### src/rtl/sram_access_arbiter_if.sv
// Bus bundle for sram_access_arbiter: writer strobes, read client handshake and SRAM pins.
// The slave modport is the arbiter; the master modport is its environment.
interface sram_access_arbiter_if #(
   parameter int ADDR_W = 19,
   parameter int DATA_W = 16
);
   logic              selec_in_sram;
   logic              write_in_sram;
   logic [DATA_W-1:0] data_wr_in_in_sram;
   logic [ADDR_W-1:0] addr_wr_in_sram;

   logic              rd_req;
   logic [ADDR_W-1:0] rd_addr;
   logic              rd_ack;
   logic              rd_valid;
   logic [DATA_W-1:0] rd_data;

   logic [ADDR_W-1:0] sram_addr;
   logic [DATA_W-1:0] sram_dq_out;
   logic              sram_dq_oe;
   logic [DATA_W-1:0] sram_dq_in;
   logic              sram_ce_n;
   logic              sram_oe_n;
   logic              sram_we_n;
   logic              sram_ub_n;
   logic              sram_lb_n;

   logic              busy;
   logic              wr_overflow;

   modport slave (
      input  selec_in_sram, write_in_sram, data_wr_in_in_sram, addr_wr_in_sram,
      input  rd_req, rd_addr, sram_dq_in,
      output rd_ack, rd_valid, rd_data,
      output sram_addr, sram_dq_out, sram_dq_oe,
      output sram_ce_n, sram_oe_n, sram_we_n, sram_ub_n, sram_lb_n,
      output busy, wr_overflow
   );

   modport master (
      output selec_in_sram, write_in_sram, data_wr_in_in_sram, addr_wr_in_sram,
      output rd_req, rd_addr, sram_dq_in,
      input  rd_ack, rd_valid, rd_data,
      input  sram_addr, sram_dq_out, sram_dq_oe,
      input  sram_ce_n, sram_oe_n, sram_we_n, sram_ub_n, sram_lb_n,
      input  busy, wr_overflow
   );
endinterface

### src/rtl/sram_access_arbiter.sv
// Shares one 16-bit SRAM between a strobe-style camera writer (via a 2-entry FIFO)
// and a read client; write-priority arbitration with a read anti-starvation limit.
module sram_access_arbiter #(
   parameter int ADDR_W     = 19,
   parameter int DATA_W     = 16,
   parameter int STARVE_MAX = 4
) (
   input  logic                 wclk,
   input  logic                 rst,
   sram_access_arbiter_if.slave sram_bus
);

   typedef enum logic [2:0] {
      S_IDLE,
      S_WR_SETUP,
      S_WR_PULSE,
      S_RD_ADDR,
      S_RD_SAMPLE
   } state_t;

   localparam int           ENT_W      = ADDR_W + DATA_W;
   localparam logic [2:0]   STARVE_LIM = 3'(STARVE_MAX);

   state_t            state;
   state_t            state_nxt;

   logic              w_p0;
   logic [ADDR_W-1:0] addr_p0;

   logic [ENT_W-1:0]  fifo0;
   logic [ENT_W-1:0]  fifo1;
   logic [1:0]        fifo_cnt;
   logic [2:0]        starve_cnt;

   logic              w;
   logic              cap;
   logic              pop;
   logic              push;
   logic              drop;
   logic              decide;
   logic              grant_wr;
   logic              grant_rd;
   logic [ENT_W-1:0]  wr_ent;
   logic [ENT_W-1:0]  fifo0_nxt;
   logic [ENT_W-1:0]  fifo1_nxt;
   logic [1:0]        cnt_nxt;
   logic [2:0]        starve_nxt;

   // Capture: a new write is a rising w or an address change while w is held.
   always_comb begin
      w      = sram_bus.selec_in_sram & sram_bus.write_in_sram;
      cap    = w & (~w_p0 | (sram_bus.addr_wr_in_sram != addr_p0));
      wr_ent = {sram_bus.addr_wr_in_sram, sram_bus.data_wr_in_in_sram};
      pop    = (state == S_WR_PULSE);
      push   = cap & ((fifo_cnt != 2'd2) | pop);
      drop   = cap & ~push;

      fifo0_nxt = fifo0;
      fifo1_nxt = fifo1;
      cnt_nxt   = fifo_cnt;
      case ({pop, push})
         2'b10: begin
            fifo0_nxt = fifo1;
            cnt_nxt   = fifo_cnt - 2'd1;
         end
         2'b01: begin
            if (fifo_cnt == 2'd0) fifo0_nxt = wr_ent;
            else                  fifo1_nxt = wr_ent;
            cnt_nxt = fifo_cnt + 2'd1;
         end
         2'b11: begin
            if (fifo_cnt == 2'd1) begin
               fifo0_nxt = wr_ent;
            end else begin
               fifo0_nxt = fifo1;
               fifo1_nxt = wr_ent;
            end
         end
         default: ;
      endcase
   end

   // Arbitration sees the FIFO as it will be after this edge's pop/push, so a
   // capture on the decision edge is granted without an idle cycle.
   always_comb begin
      decide   = (state == S_IDLE) | (state == S_WR_PULSE) | (state == S_RD_SAMPLE);
      grant_wr = 1'b0;
      grant_rd = 1'b0;
      case (state)
         S_WR_SETUP: state_nxt = S_WR_PULSE;
         S_RD_ADDR:  state_nxt = S_RD_SAMPLE;
         default:    state_nxt = S_IDLE;
      endcase
      if (decide) begin
         if ((cnt_nxt != 2'd0) && (starve_cnt < STARVE_LIM)) grant_wr = 1'b1;
         else if (sram_bus.rd_req)                           grant_rd = 1'b1;
         else if (cnt_nxt != 2'd0)                           grant_wr = 1'b1;
         if (grant_wr)      state_nxt = S_WR_SETUP;
         else if (grant_rd) state_nxt = S_RD_ADDR;
      end

      if (!sram_bus.rd_req)                          starve_nxt = 3'd0;
      else if (grant_rd)                             starve_nxt = 3'd0;
      else if (grant_wr && (starve_cnt != 3'd7))     starve_nxt = starve_cnt + 3'd1;
      else                                           starve_nxt = starve_cnt;
   end

   always_ff @(posedge wclk) begin
      fifo0 <= fifo0_nxt;
      fifo1 <= fifo1_nxt;
   end

   // Registered FSM: every SRAM pin is set from the state being entered.
   always_ff @(posedge wclk or negedge rst) begin
      if (!rst) begin
         state                <= S_IDLE;
         w_p0                 <= 1'b0;
         addr_p0              <= '0;
         fifo_cnt             <= 2'd0;
         starve_cnt           <= 3'd0;
         sram_bus.sram_addr   <= '0;
         sram_bus.sram_dq_out <= '0;
         sram_bus.sram_dq_oe  <= 1'b0;
         sram_bus.sram_ce_n   <= 1'b1;
         sram_bus.sram_we_n   <= 1'b1;
         sram_bus.sram_oe_n   <= 1'b1;
         sram_bus.sram_ub_n   <= 1'b1;
         sram_bus.sram_lb_n   <= 1'b1;
         sram_bus.rd_ack      <= 1'b0;
         sram_bus.rd_valid    <= 1'b0;
         sram_bus.rd_data     <= '0;
         sram_bus.busy        <= 1'b0;
         sram_bus.wr_overflow <= 1'b0;
      end else begin
         state      <= state_nxt;
         w_p0       <= w;
         addr_p0    <= sram_bus.addr_wr_in_sram;
         fifo_cnt   <= cnt_nxt;
         starve_cnt <= starve_nxt;

         sram_bus.rd_ack   <= 1'b0;
         sram_bus.rd_valid <= (state == S_RD_SAMPLE);
         if (state == S_RD_SAMPLE) sram_bus.rd_data <= sram_bus.sram_dq_in;
         if (drop) sram_bus.wr_overflow <= 1'b1;
         sram_bus.busy <= (state_nxt != S_IDLE) | (cnt_nxt != 2'd0);

         case (state_nxt)
            S_WR_SETUP: begin
               sram_bus.sram_addr   <= fifo0_nxt[ENT_W-1:DATA_W];
               sram_bus.sram_dq_out <= fifo0_nxt[DATA_W-1:0];
               sram_bus.sram_dq_oe  <= 1'b1;
               sram_bus.sram_ce_n   <= 1'b0;
               sram_bus.sram_we_n   <= 1'b1;
               sram_bus.sram_oe_n   <= 1'b1;
               sram_bus.sram_ub_n   <= 1'b0;
               sram_bus.sram_lb_n   <= 1'b0;
            end
            S_WR_PULSE: begin
               sram_bus.sram_we_n   <= 1'b0;
            end
            S_RD_ADDR: begin
               sram_bus.sram_addr   <= sram_bus.rd_addr;
               sram_bus.sram_dq_oe  <= 1'b0;
               sram_bus.sram_ce_n   <= 1'b0;
               sram_bus.sram_we_n   <= 1'b1;
               sram_bus.sram_oe_n   <= 1'b0;
               sram_bus.sram_ub_n   <= 1'b0;
               sram_bus.sram_lb_n   <= 1'b0;
               sram_bus.rd_ack      <= 1'b1;
            end
            S_RD_SAMPLE: ;
            default: begin
               sram_bus.sram_dq_oe  <= 1'b0;
               sram_bus.sram_ce_n   <= 1'b1;
               sram_bus.sram_we_n   <= 1'b1;
               sram_bus.sram_oe_n   <= 1'b1;
               sram_bus.sram_ub_n   <= 1'b1;
               sram_bus.sram_lb_n   <= 1'b1;
            end
         endcase
      end
   end

endmodule

### src/flat_wrapper.sv
// flat-port wrapper written by rule: the top's interface ports become plain ports
module sram_access_arbiter_flat 
#(
   parameter int ADDR_W     = 19,
   parameter int DATA_W     = 16,
   parameter int STARVE_MAX = 4
)
  (wclk, rst, sram_bus_selec_in_sram, sram_bus_write_in_sram, sram_bus_data_wr_in_in_sram, sram_bus_addr_wr_in_sram, sram_bus_rd_req, sram_bus_rd_addr, sram_bus_sram_dq_in, sram_bus_rd_ack, sram_bus_rd_valid, sram_bus_rd_data, sram_bus_sram_addr, sram_bus_sram_dq_out, sram_bus_sram_dq_oe, sram_bus_sram_ce_n, sram_bus_sram_oe_n, sram_bus_sram_we_n, sram_bus_sram_ub_n, sram_bus_sram_lb_n, sram_bus_busy, sram_bus_wr_overflow);
  sram_access_arbiter_if #(.ADDR_W(ADDR_W), .DATA_W(DATA_W)) sram_bus_i ();
  input  logic wclk;
  input  logic rst;
  input wire logic [$bits(sram_bus_i.selec_in_sram)-1:0] sram_bus_selec_in_sram;
  input wire logic [$bits(sram_bus_i.write_in_sram)-1:0] sram_bus_write_in_sram;
  input wire logic [$bits(sram_bus_i.data_wr_in_in_sram)-1:0] sram_bus_data_wr_in_in_sram;
  input wire logic [$bits(sram_bus_i.addr_wr_in_sram)-1:0] sram_bus_addr_wr_in_sram;
  input wire logic [$bits(sram_bus_i.rd_req)-1:0] sram_bus_rd_req;
  input wire logic [$bits(sram_bus_i.rd_addr)-1:0] sram_bus_rd_addr;
  input wire logic [$bits(sram_bus_i.sram_dq_in)-1:0] sram_bus_sram_dq_in;
  output wire logic [$bits(sram_bus_i.rd_ack)-1:0] sram_bus_rd_ack;
  output wire logic [$bits(sram_bus_i.rd_valid)-1:0] sram_bus_rd_valid;
  output wire logic [$bits(sram_bus_i.rd_data)-1:0] sram_bus_rd_data;
  output wire logic [$bits(sram_bus_i.sram_addr)-1:0] sram_bus_sram_addr;
  output wire logic [$bits(sram_bus_i.sram_dq_out)-1:0] sram_bus_sram_dq_out;
  output wire logic [$bits(sram_bus_i.sram_dq_oe)-1:0] sram_bus_sram_dq_oe;
  output wire logic [$bits(sram_bus_i.sram_ce_n)-1:0] sram_bus_sram_ce_n;
  output wire logic [$bits(sram_bus_i.sram_oe_n)-1:0] sram_bus_sram_oe_n;
  output wire logic [$bits(sram_bus_i.sram_we_n)-1:0] sram_bus_sram_we_n;
  output wire logic [$bits(sram_bus_i.sram_ub_n)-1:0] sram_bus_sram_ub_n;
  output wire logic [$bits(sram_bus_i.sram_lb_n)-1:0] sram_bus_sram_lb_n;
  output wire logic [$bits(sram_bus_i.busy)-1:0] sram_bus_busy;
  output wire logic [$bits(sram_bus_i.wr_overflow)-1:0] sram_bus_wr_overflow;
  assign sram_bus_i.selec_in_sram = sram_bus_selec_in_sram;
  assign sram_bus_i.write_in_sram = sram_bus_write_in_sram;
  assign sram_bus_i.data_wr_in_in_sram = sram_bus_data_wr_in_in_sram;
  assign sram_bus_i.addr_wr_in_sram = sram_bus_addr_wr_in_sram;
  assign sram_bus_i.rd_req = sram_bus_rd_req;
  assign sram_bus_i.rd_addr = sram_bus_rd_addr;
  assign sram_bus_i.sram_dq_in = sram_bus_sram_dq_in;
  assign sram_bus_rd_ack = sram_bus_i.rd_ack;
  assign sram_bus_rd_valid = sram_bus_i.rd_valid;
  assign sram_bus_rd_data = sram_bus_i.rd_data;
  assign sram_bus_sram_addr = sram_bus_i.sram_addr;
  assign sram_bus_sram_dq_out = sram_bus_i.sram_dq_out;
  assign sram_bus_sram_dq_oe = sram_bus_i.sram_dq_oe;
  assign sram_bus_sram_ce_n = sram_bus_i.sram_ce_n;
  assign sram_bus_sram_oe_n = sram_bus_i.sram_oe_n;
  assign sram_bus_sram_we_n = sram_bus_i.sram_we_n;
  assign sram_bus_sram_ub_n = sram_bus_i.sram_ub_n;
  assign sram_bus_sram_lb_n = sram_bus_i.sram_lb_n;
  assign sram_bus_busy = sram_bus_i.busy;
  assign sram_bus_wr_overflow = sram_bus_i.wr_overflow;
  sram_access_arbiter #(.ADDR_W(ADDR_W), .DATA_W(DATA_W), .STARVE_MAX(STARVE_MAX)) u_core (.wclk(wclk), .rst(rst), .sram_bus(sram_bus_i));
endmodule
### config.mk
export PLATFORM = sky130hd
export DESIGN_NAME = sram_access_arbiter_flat
export DESIGN_NICKNAME = d
export VERILOG_FILES = /design/src/rtl/sram_access_arbiter_if.sv /design/src/rtl/sram_access_arbiter.sv /design/src/flat_wrapper.sv
export SDC_FILE = /design/constraint.sdc
export NUM_CORES = 1
export LEC_CHECK = 0
export CORE_MARGIN = 5
export CORE_UTILIZATION = 45
export CTS_BUF_LIST = sky130_fd_sc_hd__clkbuf_8
export CTS_CLUSTER_DIAMETER = 120
export CTS_CLUSTER_SIZE = 40
export DETAILED_ROUTE_END_ITERATION = 8
export GPL_TIMING_DRIVEN = 0
export PLACE_DENSITY = 0.73
export SYNTH_ARGS = -nofsm -noshare
export SYNTH_HDL_FRONTEND = slang
export SYNTH_SLANG_ARGS = --single-unit
### constraint.sdc
create_clock -name wclk -period 4.3 [get_ports wclk]
set_clock_uncertainty 0.05 [all_clocks]
set_input_delay 0.86 -clock wclk [delete_from_list [all_inputs] [get_ports wclk]]
set_output_delay 0.86 -clock wclk [all_outputs]
set_load 0.005 [all_outputs]
After elaboration in Yosys (flattened, before gate mapping)
Cells that the tools add are included.
{"block": "word_totals", "output_inout_bits": 61, "elab_cells": 91, "inputBits": 75, "ff_bits": 157}
{"block": "classes", "addsub": 3, "n_bitwise": 11, "reduce_logical": 11, "mux": 29, "eq_ne": 18, "n_lt_le_gt_ge": 1}
{"cell": "two-way mux 35 bit", "count": 4}
{"cell": "case mux 35 bit (3 select lines)", "count": 1}
{"cell": "case mux 35 bit (2 select lines)", "count": 1}
{"cell": "case mux 19 bit (2 select lines)", "count": 1}
{"cell": "!= test 19 bit", "count": 1}
{"cell": "two-way mux 3 bit", "count": 6}
{"cell": "equality test 3 x 2 -> 1 bit, second input constant", "count": 4}
{"cell": "two-way mux 1 bit", "count": 10}
{"cell": "case mux 1 bit (2 select lines)", "count": 4}
{"cell": "equality test 3 x 1 -> 1 bit, second input constant", "count": 2}
{"cell": "equality test 3 bit, second input constant", "count": 2}
{"cell": "!= test 2 bit, second input constant", "count": 3}
{"cell": "case mux 3 bit (2 select lines)", "count": 1}
{"cell": "nonzero test 2 bit", "count": 3}
{"cell": "bitwise OR 1 bit", "count": 5}
{"cell": "AND 1 bit", "count": 4}
{"cell": "equality test 2 x 1 -> 1 bit, second input constant", "count": 2}
{"cell": "equality test 2 bit, second input constant", "count": 2}
{"cell": "case mux 2 bit (2 select lines)", "count": 1}
{"cell": "OR reduction 2 bit", "count": 2}
{"cell": "adder 3 x 1 -> 3 bit, second input constant", "count": 1}
{"cell": "logical NOT 3 bit", "count": 1}
{"cell": "< comparator 3 bit, second input constant", "count": 1}
{"cell": "!= test 3 x 1 -> 1 bit, second input constant", "count": 1}
{"cell": "8 further kinds", "count": 10}

Longest topological paths before layout
Gate-level depths: netlist of the first run.
{"block": "logic_depth", "ltp_word": 16, "mapped_depth": 11}

Least setup slack after synthesis of the first run
OpenSTA, ideal clock, no wires.
{"block": "synth_path", "path_kind": "input port to flip-flop", "start": "in sram_bus_addr_wr_in_sram[11]", "end": "reg u_core.fifo1[0] (enable)", "required_time_ns": 3.856, "stages": 6, "n_path_buf": 1, "setup_ns": 0.394, "path_slack_ns": 1.428, "arrival_ns": 2.428, "cell_sequence": "xnor2_1 nand4_1 nor2_1 a21oi_2 buf_6 o21a_1"}
{"block": "synth_between", "elab_chain_len": 7}
{"element": "start, declared", "line": "flat_wrapper.sv:15", "text": "input wire logic [$bits(sram_bus_i.addr_wr_in_sram)-1:0] sram_bus_addr_wr_in_sram;"}
{"element": "!= test 19 bit *", "line": "sram_access_arbiter.sv:52", "text": "cap = w & (~w_p0 | (sram_bus.addr_wr_in_sram != addr_p0));"}
{"element": "bitwise OR 1 bit *", "line": "sram_access_arbiter.sv:52"}
{"element": "AND 1 bit *", "line": "sram_access_arbiter.sv:52"}
{"element": "AND 1 bit *", "line": "sram_access_arbiter.sv:55", "text": "push = cap & ((fifo_cnt != 2'd2) | pop);"}
{"element": "equality test 2 bit / equality test 2 x 1 -> 1 bit (equally long branches)", "line": "sram_access_arbiter.sv:61", "text": "case ({pop, push})"}
{"element": "!= test 2 bit (no source line) / nonzero test 2 bit (equally long branches)"}
{"element": "AND reduction 3 bit (no source line) *"}
{"element": "end signal, assigned", "line": "sram_access_arbiter.sv:110", "text": "fifo1 <= fifo1_nxt;"}
{"element": "end, declared", "line": "sram_access_arbiter.sv:31", "text": "logic [ENT_W-1:0] fifo1;"}
Mark *: on every way between the ends. The rest lies on a longest branch, timed or not.
A chain may end at the register's enable or synchronous reset.

Worst setup path after layout of the first run
{"block": "layout_path", "start": "in sram_bus_addr_wr_in_sram[3]", "end": "reg u_core.sram_bus.sram_dq_out[5]"}
{"block": "layout_between", "elab_chain_len": 14}
{"element": "!= test 19 bit *", "line": "sram_access_arbiter.sv:52"}
{"element": "bitwise OR 1 bit *", "line": "sram_access_arbiter.sv:52"}
{"element": "AND 1 bit *", "line": "sram_access_arbiter.sv:52"}
{"element": "AND 1 bit *", "line": "sram_access_arbiter.sv:55"}
{"element": "equality test 2 x 1 -> 1 bit / equality test 2 bit (equally long branches)", "line": "sram_access_arbiter.sv:61"}
{"element": "case mux 2 bit (2 select lines)", "line": "sram_access_arbiter.sv:61"}
{"element": "nonzero test 2 bit", "line": "sram_access_arbiter.sv:95, sram_access_arbiter.sv:97"}
{"element": "two-way mux 1 bit / logical AND 1 bit (equally long branches)", "line": "sram_access_arbiter.sv:97, sram_access_arbiter.sv:95"}
{"element": "two-way mux 1 bit, on equally long branches", "line": "sram_access_arbiter.sv:96, sram_access_arbiter.sv:95"}
{"element": "two-way mux 1 bit, on equally long branches", "line": "sram_access_arbiter.sv:95, sram_access_arbiter.sv:94"}
{"element": "two-way mux 1 bit / two-way mux 3 bit (equally long branches)", "line": "sram_access_arbiter.sv:94, sram_access_arbiter.sv:99"}
{"element": "two-way mux 3 bit", "line": "sram_access_arbiter.sv:98", "text": "if (grant_wr) state_nxt = S_WR_SETUP;"}
{"element": "two-way mux 3 bit", "line": "sram_access_arbiter.sv:94", "text": "if (decide) begin"}
{"element": "equality test 3 x 1 -> 1 bit", "line": "sram_access_arbiter.sv:147", "text": "case (state_nxt)"}
{"element": "end signal, assigned", "line": "sram_access_arbiter.sv:150", "text": "sram_bus.sram_dq_out <= fifo0_nxt[DATA_W-1:0];"}
{"element": "end, declared", "line": "sram_access_arbiter_if.sv:35", "text": "output sram_addr, sram_dq_out, sram_dq_oe,"}
Mark *: on every way between the ends. The rest lies on a longest branch, timed or not. The select of a mux whose other input is x is not followed.

==> impl_metrics.csv, run 1 <==
group,metric,value,unit
clock_tree,clk_latency,0.44,ns
logic_synthesis,yosys_warnings,0,
hold_path,hold_path_class,"in2async",
detailed_routing,vias,4288,
run_status,outcome,"completed",
floorplan,io_pins,136,
setup_path,crit_fanout,10,
logic_synthesis,synth_common_cells,"84 x dfrtp_1, 55 x nand2_1, 35 x dfxtp_1, 35 x edfxtp_1",
clock_tree,cts.clk_slew.worst_paths,0.08,ns
detailed_routing,viasPerCell,5.22,
floorplan,dieArea,16500,um2
finish,diodes,0,
timing,post-route-period-util,77.9,%
timing,tightest_slew,0.944,ns
logic_synthesis,ys_seq_area_share,62.3,%
setup_path,worst_setup_path_start_kind,"primary input",
logic_synthesis,synth_area,6310,um2
detailed_routing,drt-initial-drc-count,262,
logic_synthesis,synth_top_area_share,33.3,%
timing,relSlewSlack,37.1,%
global_routing,grt_overflow,0,
floorplan,coreArea,13800,um2
global_routing,antenna_found_initial,0,
logic_synthesis,ys_ff_latch,157,
timing,setup_viol,0,
logic_synthesis,synth.most_common_cell,"dfrtp_1",
logic_synthesis,ys.flop_type,"dfrtp_1",
logic_synthesis,netlist.top_cell.by_area,"dfrtp_1",
global_routing,grt_pass1_wl,23600,um
finish,layout-drive-gt1-share,18.4,%
pwr,ir_drop,0.352,mV
pwr,power.total,6.17,mW
setup_path,endpoint_kind,"flip-flop",
clock_tree,cts_root_buffer,"clkbuf_8",
clock_tree,cts_sinks,157,
floorplan,start_util,45.7,%
timing,period_needed,3.35,ns
place,place_hpwl,10200,um
logic_synthesis,synthesis.nets,554,
finish,syn2layout_area_growth,31.8,%
floorplan,fp.dieH,128,um
place,finalWeightedCongestion,0.849,
timing,rsz0062_at_grt,"no",
detailed_routing,antenna_left,0,
timing,slew_viol_final,0,
global_routing,grt_pass1_vias,4565,
setup_path,ff2ff_setup_slack,1.52,ns
detailed_routing,routedWlPerCell,17.7,um
logic_synthesis,ys_types,61,
clock_tree,numCtsBuffers,17,
logic_synthesis,async_flop_share,55.4,%
floorplan,die_x,128,um
timing,tns,0,ns
clock_tree,cts_buffer_depth,2,
detailed_routing,drt_wl_total,14500,um
detailed_routing,detailedRoute.firstPassIterationCount,4,
logic_synthesis,synthTopCellsByArea,"dfrtp_1 33%, edfxtp_1 17%, dfxtp_1 11%",
clock_tree,post_cts_buffers,0,
clock_tree,cts_hold_buf,0,
setup_path,critPathRequiredTime,4.57,ns
clock_tree,cts_tree,"built",
place,port_buffers,134,
logic_synthesis,synth_area_per_cell,13.3,um2
timing,max_freq,299,MHz
clock_tree,htree_levels,4,
logic_synthesis,synth_edf_count,35,
finish,layout.nets,708,
detailed_routing,drc,0,
logic_synthesis,postSynthCellCount,474,
setup_path,worstSetupPathType,"in2reg",
job,cap_viol_max_count,0,
pwr,p_leak,3.43,nW
global_routing,gr-usage-all-layers,18.3,%
timing,hold_viol,0,
pwr,power_density,742,nW/um2
global_routing,grt_start_max_net_pins,59,
setup_path,critPathArrivalTime,3.62,ns
floorplan,rows,43,
clock_tree,post_cts_resized,0,
[routing by layer]
metal	GRT usage, %	share of wire, %	up-vias
li1	-	-	2014
met2	28.9	47	145
met4	5.87	1.4	0
met5	0	0	-
met1	24.3	44	2113
met3	5.60	7.9	16
[area by class of cell]
cell class                 count  area, um2
tap                          180        225
clock inverter                15        179
inverter                       9       33.8
fill                        1112       5510
timing repair buffer         135       1370
clock buffer                  17        234
multi-input combinational    285       2160
sequential                   157       3930
buffer                        23        189
[flip-flops by register name (all words and copies together), names as in the netlist, 2 cells and up]
signal                       flops
u_core.starve_cnt                3
u_core.addr_p0                  19
u_core.sram_bus.rd_data         16
u_core.fifo0                    35
u_core.fifo_cnt                  2
u_core.state                     3
u_core.sram_bus.sram_addr       19
u_core.sram_bus.sram_dq_out     16
u_core.fifo1                    35
[cells in the final DEF (no fill, tap or decap), types with 11 or more instances in the layout]
cell type | Yosys | final
clkdlybuf4s50_1 | 0 | 133
dfrtp_1 | 84 | 84
nand2_1 | 55 | 55
dfxtp_1 | 35 | 35
edfxtp_1 | 35 | 35
o21ai_1 | 24 | 24
mux2_2 | 24 | 24
xnor2_1 | 20 | 20
mux2i_1 | 20 | 20
and2_1 | 17 | 17
a22oi_1 | 17 | 17
clkbuf_8 | 0 | 17
a221o_2 | 16 | 16
inv_1 | 9 | 11
[report_power, final]
part	switching [mW]	internal, mW
logic	1.22	1.48
clock network	0.518	0.620
registers	0.248	2.09
total	1.99	4.18
[metrics by stage]
step | instances | util [%] | hold slack, ns | worst slack (ns) | instance area (um2)
floorplan | 474 | - | 0.380 | 1.43 | 6310
detailed placement | 789 | 57.2 | 0.399 | 0.420 | 7910
global route | 821 | 60.2 | 0.313 | 0.721 | 8320
finish | 821 | 60.2 | 0.307 | 0.951 | 8320
CTS | 821 | 60.2 | 0.293 | 0.889 | 8320
global placement | 788 | 57.0 | 0.389 | -1.11 | 7880
[critical path, stage by stage]
cell	delay, ns
clkdlybuf4s50_1	0.50
xnor2_1	0.28
nand4_1	0.22
nor3_4	0.39
a21oi_2	0.15
mux2_4	0.35
o22a_1	0.22
nand2_4	0.16
buf_12	0.17
mux2_4	0.30
[worst paths after layout]
kind                                             start                             end  depth (start not counted)
setup / recovery           sram_bus_addr_wr_in_sram[3]  u_core.sram_bus.sram_dq_out[5]                         10
hold / removal                                     rst    u_core.sram_bus.sram_addr[4]                          1
setup reg to reg                     u_core.addr_p0[3]  u_core.sram_bus.sram_dq_out[5]                          9
hold reg to reg                       u_core.fifo0[14]                u_core.fifo0[14]                          2
max in group asynchronous                          rst            u_core.starve_cnt[2]                          2
min in group wclk                     u_core.fifo0[14]                u_core.fifo0[14]                          2
[logic make-up (layout without fill, tap and decap cells)]
logic type      after synthesis  after routing  share of synthesized area [%]
compound gates               91             91                           11.3
fa+ha+maj                     5              5                          0.991
buf+inv                      32            199                           3.53
xor+xnor                     20             20                           2.77
flops                       157            157                           62.3
simple gates                115            115                           9.27
mux                          54             54                           9.83
Note: power is estimated with default switching activity, not from simulation.
==> run 2: changes to the inputs <==
- PLACE_DENSITY: 0.73 -> 0.76
- clock period: 4.3 -> 2.8 ns (I/O delays scaled with it)
==> run 2 against run 1 <==
Net effect:
- flip-flop and latch count is the same
- sequential share of layout area shrank 1.3 points
- register-to-register slack lost 1.4 ns
- global-route usage shrank 0.16 points
==> impl_metrics.csv, run 2 (same netlist as run 1, synthesis figures left out) <==
group,metric,value,unit
finish,diodes,0,
finish,most-common-layout-cells,"121 x clkdlybuf4s50_1, 83 x dfrtp_1, 55 x nand2_1",
floorplan,io_pins,136,
place,port_buffers,134,
pwr,p_sw,3.16,mW
pwr,p_leak,3.63,nW
timing,hold_viol,0,
floorplan,coreArea,13800,um2
place,place_hpwl,10400,um
detailed_routing,viasPerCell,5.23,
clock_tree,numCtsBuffers,17,
timing,tightest_slew,0.737,ns
pwr,p_sw_share,32.4,%
finish,n_fill_cell,1067,
floorplan,fp.dieH,128,um
detailed_routing,top_layer,"met4",
floorplan,rows,43,
detailed_routing,routedWlPerCell,18.1,um
pwr,p_int,6.58,mW
pwr,ir_drop,0.525,mV
detailed_routing,drt-met1-wl,6490,um
place,postPlaceCellArea,7910,um2
setup_path,endpoint_kind,"flip-flop",
setup_path,worst_setup_path_start_kind,"primary input",
clock_tree,cts_tree,"built",
finish,reg.largest.list,"u_core.fifo0 x35, u_core.fifo1 x35",
clock_tree,cts_sinks,157,
finish,utilization,61.9,%
global_routing,grt_pass1_vias,4659,
setup_path,crit_fanout,7,
clock_tree,cts_buffer_depth,2,
finish,finalInstanceArea,8560,um2
global_routing,grt_pass1_wl,23400,um
clock_tree,clk_latency,0.44,ns
detailed_routing,met3WireLength,920,um
detailed_routing,drt_wl_total,15100,um
pwr,p_seq_share,36.9,%
floorplan,dieArea,16500,um2
floorplan,start_util,45.7,%
detailed_routing,vias,4360,
run_status,outcome,"completed",
detailed_routing,wl_met2,7380,um
setup_path,critPathArrivalTime,3.00,ns
setup_path,critPathRequiredTime,3.07,ns
clock_tree,cts_root_buffer,"clkbuf_8",
pwr,clock_power_share,16.9,%
detailed_routing,antenna_left,0,
timing,post-route-period-util,97.5,%
detailed_routing,drc,0,
detailed_routing,drt-initial-drc-count,254,
timing,relSlewSlack,50.3,%
pwr,p_comb_share,46.2,%
setup_path,worstSetupPathType,"in2reg",
hold_path,hold_path_class,"in2async",
clock_tree,cts_hold_buf,0,
global_routing,grt_overflow,0,
global_routing,antenna_found_initial,0,
place,finalWeightedCongestion,0.854,
detailed_routing,detailedRoute.firstPassIterationCount,4,
timing,rsz0062_at_grt,"yes",
pwr,power_density,1140,nW/um2
timing,period_needed,2.73,ns
timing,max_freq,366,MHz
global_routing,gr-usage-all-layers,18.1,%
finish,layout.nets,721,
finish,syn2layout_area_growth,35.5,%
clock_tree,htree_levels,4,
finish,layout-drive-gt1-share,22.2,%
job,cap_viol_max_count,0,
clock_tree,cts.clk_slew.worst_paths,0.08,ns
floorplan,die_x,128,um
finish,final_common_cell,"clkdlybuf4s50_1",
global_routing,grt_start_max_net_pins,45,
timing,tns,0,ns
timing,slew_viol_final,0,
timing,setup_viol,0,
==> run 2: worst paths after layout <==
| kind | startpoint | to | slack, ns | cells past startpoint |
|---|---|---|---|---|
| setup / recovery | sram_bus_addr_wr_in_sram[11] | u_core.sram_bus.sram_dq_out[2] | 0.07 | 10 |
| hold / removal | rst | u_core.sram_bus.sram_addr[3] | 0.06 | 1 |
| setup reg to reg | u_core.addr_p0[3] | u_core.sram_bus.sram_addr[8] | 0.09 | 10 |
| hold reg to reg | u_core.fifo0[15] | u_core.fifo0[15] | 0.41 | 2 |
| max in group asynchronous | rst | u_core.addr_p0[0] | 1.98 | 2 |
| min in group wclk | sram_bus_addr_wr_in_sram[17] | u_core.addr_p0[17] | 0.29 | 1 |
==> run 2: per-stage QoR <==
stage,power [mW],setup slack [ns],hold WS (ns),instances
6_report,9.74,0.0706,0.0615,834
2_1_floorplan,6.11,0.228,0.214,474
3_5_place_dp,7.82,-0.748,0.402,789
3_3_place_gp,7.65,-2.23,0.390,788
5_1_grt,10.3,-0.0398,0.101,834
4_1_cts,9.65,0.00247,0.0732,827
==> run 2: what timing repair did <==
action | 4_1_cts | 5_1_grt
setup buffers | 6 | 6
pin swaps | 6 | 9
cloned | 0 | 1
setup endpoints to repair | 36 | 75
gates resized for setup | 9 | 25
==> run 2: cell type report <==
type	count	area, um2	share of cell area, %
Buffer	23	195	2.28
Clock inverter	11	100	1.17
Tap cell	180	225	2.63
Clock buffer	21	289	3.38
Multi-Input combinational cell	285	2250	26.3
Sequential cell	157	3930	46.0
Timing Repair Buffer	148	1530	17.8
Inverter	9	33.8	0.395
==> run 2: worst max-delay path, cell delays in order <==
cell and delay [ns]:
clkdlybuf4s50_1 0.58, xnor2_1 0.15, nand4_1 0.23, nor2_4 0.22
a21oi_4 0.10, mux2_4 0.34, o22a_1 0.23, nand2_4 0.12
buf_12 0.13, mux2_2 0.33
==> run 2: power groups by stage <==
stage	Clock, mW	Sequential [mW]	Combinational [mW]
6_report	1.65	3.59	4.50
5_1_grt	1.79	3.68	4.87
4_1_cts	1.69	3.60	4.36
3_5_place_dp	0	3.63	4.18
3_3_place_gp	0	3.59	4.06
2_1_floorplan	0	3.59	2.52
==> run 2: routing by layer <==
| metal | vias up | global-route usage, % |
|---|---|---|
| met4 | 0 | 5.81 |
| met5 | - | 0 |
| li1 | 2040 | - |
| met2 | 134 | 30.0 |
| met1 | 2159 | 23.3 |
| met3 | 27 | 4.86 |
